==> src/rtl/serial_subtractor.sv <==
// Bit-serial subtractor: computes A - B - Bin one bit per clock, LSB first,
// and holds the difference with borrow, overflow and zero flags until acknowledged.
module serial_subtractor #(
    parameter int WIDTH = 4
) (
    input  logic             clk,
    input  logic             rst_n,
    input  logic             start,
    input  logic [0:WIDTH-1] A,
    input  logic [0:WIDTH-1] B,
    input  logic             Bin,
    input  logic             ack,
    output logic             ready,
    output logic             busy,
    output logic [0:WIDTH-1] D,
    output logic             Bout,
    output logic             V,
    output logic             Z,
    output logic             valid
);

    localparam int CNT_W = (WIDTH > 1) ? $clog2(WIDTH) : 1;
    localparam logic [CNT_W-1:0] LAST = CNT_W'(WIDTH - 1);

    typedef enum logic [1:0] {
        IDLE = 2'd0,
        RUN  = 2'd1,
        DONE = 2'd2
    } state_t;

    state_t           state;
    logic [0:WIDTH-1] a_q;
    logic [0:WIDTH-1] b_q;
    logic             br_q;
    logic [CNT_W-1:0] cnt;

    logic             a_bit;
    logic             b_bit;
    logic             d_bit;
    logic             br_next;
    logic [0:WIDTH-1] d_next;

    // One full-subtractor cell; the difference vector is updated in place so
    // the zero flag can be taken from the value that is about to be stored.
    always_comb begin
        a_bit   = a_q[cnt];
        b_bit   = b_q[cnt];
        d_bit   = a_bit ^ b_bit ^ br_q;
        br_next = (~a_bit & b_bit) | (~(a_bit ^ b_bit) & br_q);
        d_next      = D;
        d_next[cnt] = d_bit;
    end

    always_ff @(posedge clk or negedge rst_n) begin
        if (!rst_n) begin
            state <= IDLE;
            ready <= 1'b1;
            busy  <= 1'b0;
            valid <= 1'b0;
            D     <= '0;
            Bout  <= 1'b0;
            V     <= 1'b0;
            Z     <= 1'b0;
            cnt   <= '0;
            a_q   <= '0;
            b_q   <= '0;
            br_q  <= 1'b0;
        end else begin
            case (state)
                IDLE: begin
                    if (start) begin
                        a_q   <= A;
                        b_q   <= B;
                        br_q  <= Bin;
                        cnt   <= '0;
                        ready <= 1'b0;
                        busy  <= 1'b1;
                        state <= RUN;
                    end
                end
                RUN: begin
                    D    <= d_next;
                    br_q <= br_next;
                    cnt  <= cnt + 1'b1;
                    if (cnt == LAST) begin
                        Bout  <= br_next;
                        V     <= (a_q[WIDTH-1] != b_q[WIDTH-1]) && (d_bit != a_q[WIDTH-1]);
                        Z     <= ~|d_next;
                        valid <= 1'b1;
                        busy  <= 1'b0;
                        state <= DONE;
                    end
                end
                DONE: begin
                    // start is deliberately not looked at here, even alongside ack
                    if (ack) begin
                        valid <= 1'b0;
                        ready <= 1'b1;
                        state <= IDLE;
                    end
                end
                default: begin
                    state <= IDLE;
                    ready <= 1'b1;
                    busy  <= 1'b0;
                    valid <= 1'b0;
                end
            endcase
        end
    end

endmodule

==> config.mk <==
export PLATFORM = sky130hd
export DESIGN_NAME = serial_subtractor
export DESIGN_NICKNAME = d
export VERILOG_FILES = /design/src/rtl/serial_subtractor.sv
export SDC_FILE = /design/constraint.sdc
export NUM_CORES = 1
export LEC_CHECK = 0
export BUFFER_PORTS_ARGS = -buffer_cell sky130_fd_sc_hd__buf_2
export CAP_MARGIN = 20
export CORE_MARGIN = 5
export CORE_UTILIZATION = 57
export CTS_CLUSTER_DIAMETER = 30
export CTS_CLUSTER_SIZE = 8
export DETAILED_ROUTE_END_ITERATION = 8
export HOLD_SLACK_MARGIN = 0.05
export PLACE_DENSITY_LB_ADDON = 0.1
export SETUP_SLACK_MARGIN = 0.05
export SYNTH_ARGS = -nofsm -noshare
export SYNTH_HDL_FRONTEND = slang
export SYNTH_SLANG_ARGS = --single-unit
==> constraint.sdc <==
create_clock -name clk -period 3.65 [get_ports clk]
set_clock_uncertainty 0.1 [all_clocks]
set_input_delay 0.5475 -clock clk [delete_from_list [all_inputs] [get_ports clk]]
set_output_delay 0.5475 -clock clk [all_outputs]
set_load 0.05 [all_outputs]
==> reports/summary.md <==
Run status
* **run status** complete, no violations

STA
* **hold violation total from the final report** 0
* **Final min period** 2.27 ns
* **transition at the pin with the smallest max-transition slack** 0.776 ns
* **highest attainable clock frequency** 441 MHz
* **total negative setup slack** 0 ns
* **Finish-stage setup viols** 0
* **Max transition margin** 48.0%
* **crit share post-route** 62.1%
* **unrepaired setup endpoints after global routing** false
* **post-route setup slack** 1.38 ns
* **number of max-slew violations in the final report** 0

Yosys
* **Post-synth EDFFs** 0
* **Yosys warnings** 0
* **average footprint of a synthesized cell** 12.5 um^2
* **Net Count, Synth** 109
* **share of the yosys chip area belonging to registers** 50.7%
* **fraction of synthesized cell area in xor and xnor cells** 0%
* **Compound-Gate Fraction of Synth Area** 9.57%
* **Post-synth top flop** sky130_fd_sc_hd__dfrtp_1
* **adder and majority cell fraction of the synthesized area** 6.16%
* **number of synthesized register bits** 23
* **simple-gate area share of the yosys netlist** 12.1%
* **synthesized area** 1140 um^2
* **number of distinct library cells after synthesis** 28
* **share of cell area taken by muxes after synthesis** 15.2%
* **combinational family with the most area after synthesis** multiplexers
* **gate count of the mapped netlist** 91
* **FFs w/ async S/R, synth** 100%

Setup path
* **arrival time worst endpoint** 2.37 ns
* **family of cells with the greatest summed delay on the critical path** adder cells
* **delay contributed by the slowest stage of the critical path** 0.58 ns
* **startpoint type of the worst setup path** flip-flop
* **Max FO, Critical Path** 7
* **class of the most critical setup path** flip-flop to flip-flop
* **CP Capture Type** flip-flop
* **slowest stage cell, crit path** sky130_fd_sc_hd__fa_1
* **launch point of the worst reg-to-reg path** cnt[0]$_DFFE_PN0P_
* **worst setup path startpoint** cnt[0]$_DFFE_PN0P_
* **Worst Path Required** 3.75 ns
* **Critical Path, Cell by Cell** mux4_2 -> fa_1 -> and3b_1 -> a21oi_1 -> o21ai_0
* **CP bufs+invs** 0

Clocking
* **number of buffers inserted by hold repair at cts** 0
* **clock-pin slew reported for the worst setup and hold paths after clock tree synthesis** 0.12 ns
* **buffer cell driving the clock tree root** sky130_fd_sc_hd__clkbuf_4
* **CTS sink cnt** 23
* **setup fix buffers added after clock tree synthesis** 0
* **post-cts gate resize count** 0
* **CTS tree** built
* **number of CTS-inserted buffers** 3
* **number of levels in the clock H-tree** 1
* **worst-skew pair later-pin latency** 0.31 ns
* **CTS Buffer Depth** 2

Routing
* **DRC violations left** 0
* **DR vias/cell** 5.31
* **Antenna Nets Post-Route** 0
* **Total Wirelength** 1910 um
* **post-detailed-route wirelength per cell** 13.7 um
* **first-pass iteration count of the detailed router** 4
* **via count** 743
* **Iteration-0 DRC Markers** 4

Global route
* **antenna violations before repair** 0
* **remaining global-route overflow** 0
* **pin count of the biggest net entering global routing** 24
* **all-layer global routing usage** 14.6%
* **via count of the first global-routing pass** 664
* **global-route wire length before repair** 3080 um

Placement
* **routability congestion estimate from global placement** 0.717
* **Post-Place Setup Slack** 1.38 ns
* **IO buf count** 22
* **number of placed instances, taps included** 136
* **post-place instance area** 1240 um^2
* **sum of net half-perimeters after detailed placement** 1440 um

Die
* **standard-cell row count** 16
* **starting utilization of the core area** 59.2%
* **Die Span Y** 54.7 um
* **number of ports placed on the die boundary** 23
* **CORE AREA** 1920 um^2
* **Die W** 54.7 um
* **full die area** 2990 um^2

Final layout
* **top library cells by usage in the layout, fill and taps aside** sky130_fd_sc_hd__dfrtp_1, sky130_fd_sc_hd__buf_2, sky130_fd_sc_hd__mux2_2
* **post-layout instance area** 1260 um^2
* **register cell area after layout** 577 um^2
* **count of antenna diodes in the layout** 0
* **synthesis-to-finish area growth** 11.0%
* **layout net count** 132
* **post-route insts no fill** 140
* **Layout fillers** 171
* **area of the multi-input gates** 489 um^2
* **share of final-layout standard cells stronger than drive strength 1** 39.8%

Run
* **number of max-capacitance violations reported** 0

Min path
* **worst min path class** input pin to async pin

final cells by class:
class                   count  area share, %
inverters                   7           2.08
multi-input cells          57           38.8
clock buffers               4           2.08
repair buffers             22           8.72
flip-flops and latches     23           45.7
well taps                  27           2.68
kinds of logic (layout without fill, tap and decap cells):
family,count (synthesis),count (layout)
flip-flops,23,23
AND/OR/NAND/NOR,22,22
multiplexers,13,13
buffers and inverters,11,33
adder cells (fa/ha/maj),5,5
AO/OA/AOI/OAI,17,17
stage by stage:
| step | hold slack (ns) | utilization [%] |
|---|---|---|
| final | 0.0768 | 65.7 |
| after global routing | 0.116 | 65.7 |
| after CTS | 0.0885 | 65.7 |
| after detailed placement | 0.355 | 64.3 |
| after global placement | 0.353 | 64.3 |
| after floorplan | 0.152 | - |
registers in the layout (all words and copies together) (netlist names), 2 cells and up:
| register | count |
|---|---|
| b_q | 4 |
| a_q | 4 |
| cnt | 2 |
| state | 2 |
| D | 4 |
routing by layer:
| layer | share of wire (%) | global-route usage [%] | vias up | routed length, um |
|---|---|---|---|---|
| met5 | 0 | 0 | - | 0 |
| met3 | 5.0 | 2.72 | 5 | 96 |
| li1 | - | - | 357 | - |
| met1 | 44 | 19.1 | 366 | 833 |
| met2 | 50 | 23.6 | 15 | 952 |
| met4 | 1.6 | 6.22 | 0 | 31 |
cells in the mapped netlist, drive strengths merged, types with 2 or more instances:
library cell  instances  area [um^2]
nor2b                 2         20.0
mux4                  2         45.0
nor2                  5         18.8
inv                   7         26.3
dfrtp                22          551
nand2                 8         32.5
a21oi                 5         25.0
buf                   4         45.0
ha                    4         50.1
o22ai                 2         12.5
o21ai                 4         20.0
a31o                  2         17.5
mux2                 11          128
nand2b                2         12.5
worst paths after layout:
path | depth (start not counted) | slack [ns] | end
setup / recovery | 5 | 1.38 | V$_DFFE_PN0P_
hold / removal | 1 | 0.08 | valid$_DFFE_PN0P_
setup reg to reg | 5 | 1.38 | V$_DFFE_PN0P_
hold reg to reg | 2 | 0.38 | Z$_DFFE_PN0P_
max in group asynchronous | 1 | 3.02 | ready$_DFFE_PN1P_
min in group clk | 2 | 0.36 | a_q[0]$_DFFE_PN0P_
Power is not shown: default switching activity piles up to over one toggle a cycle in this logic, so the estimate is an artifact.
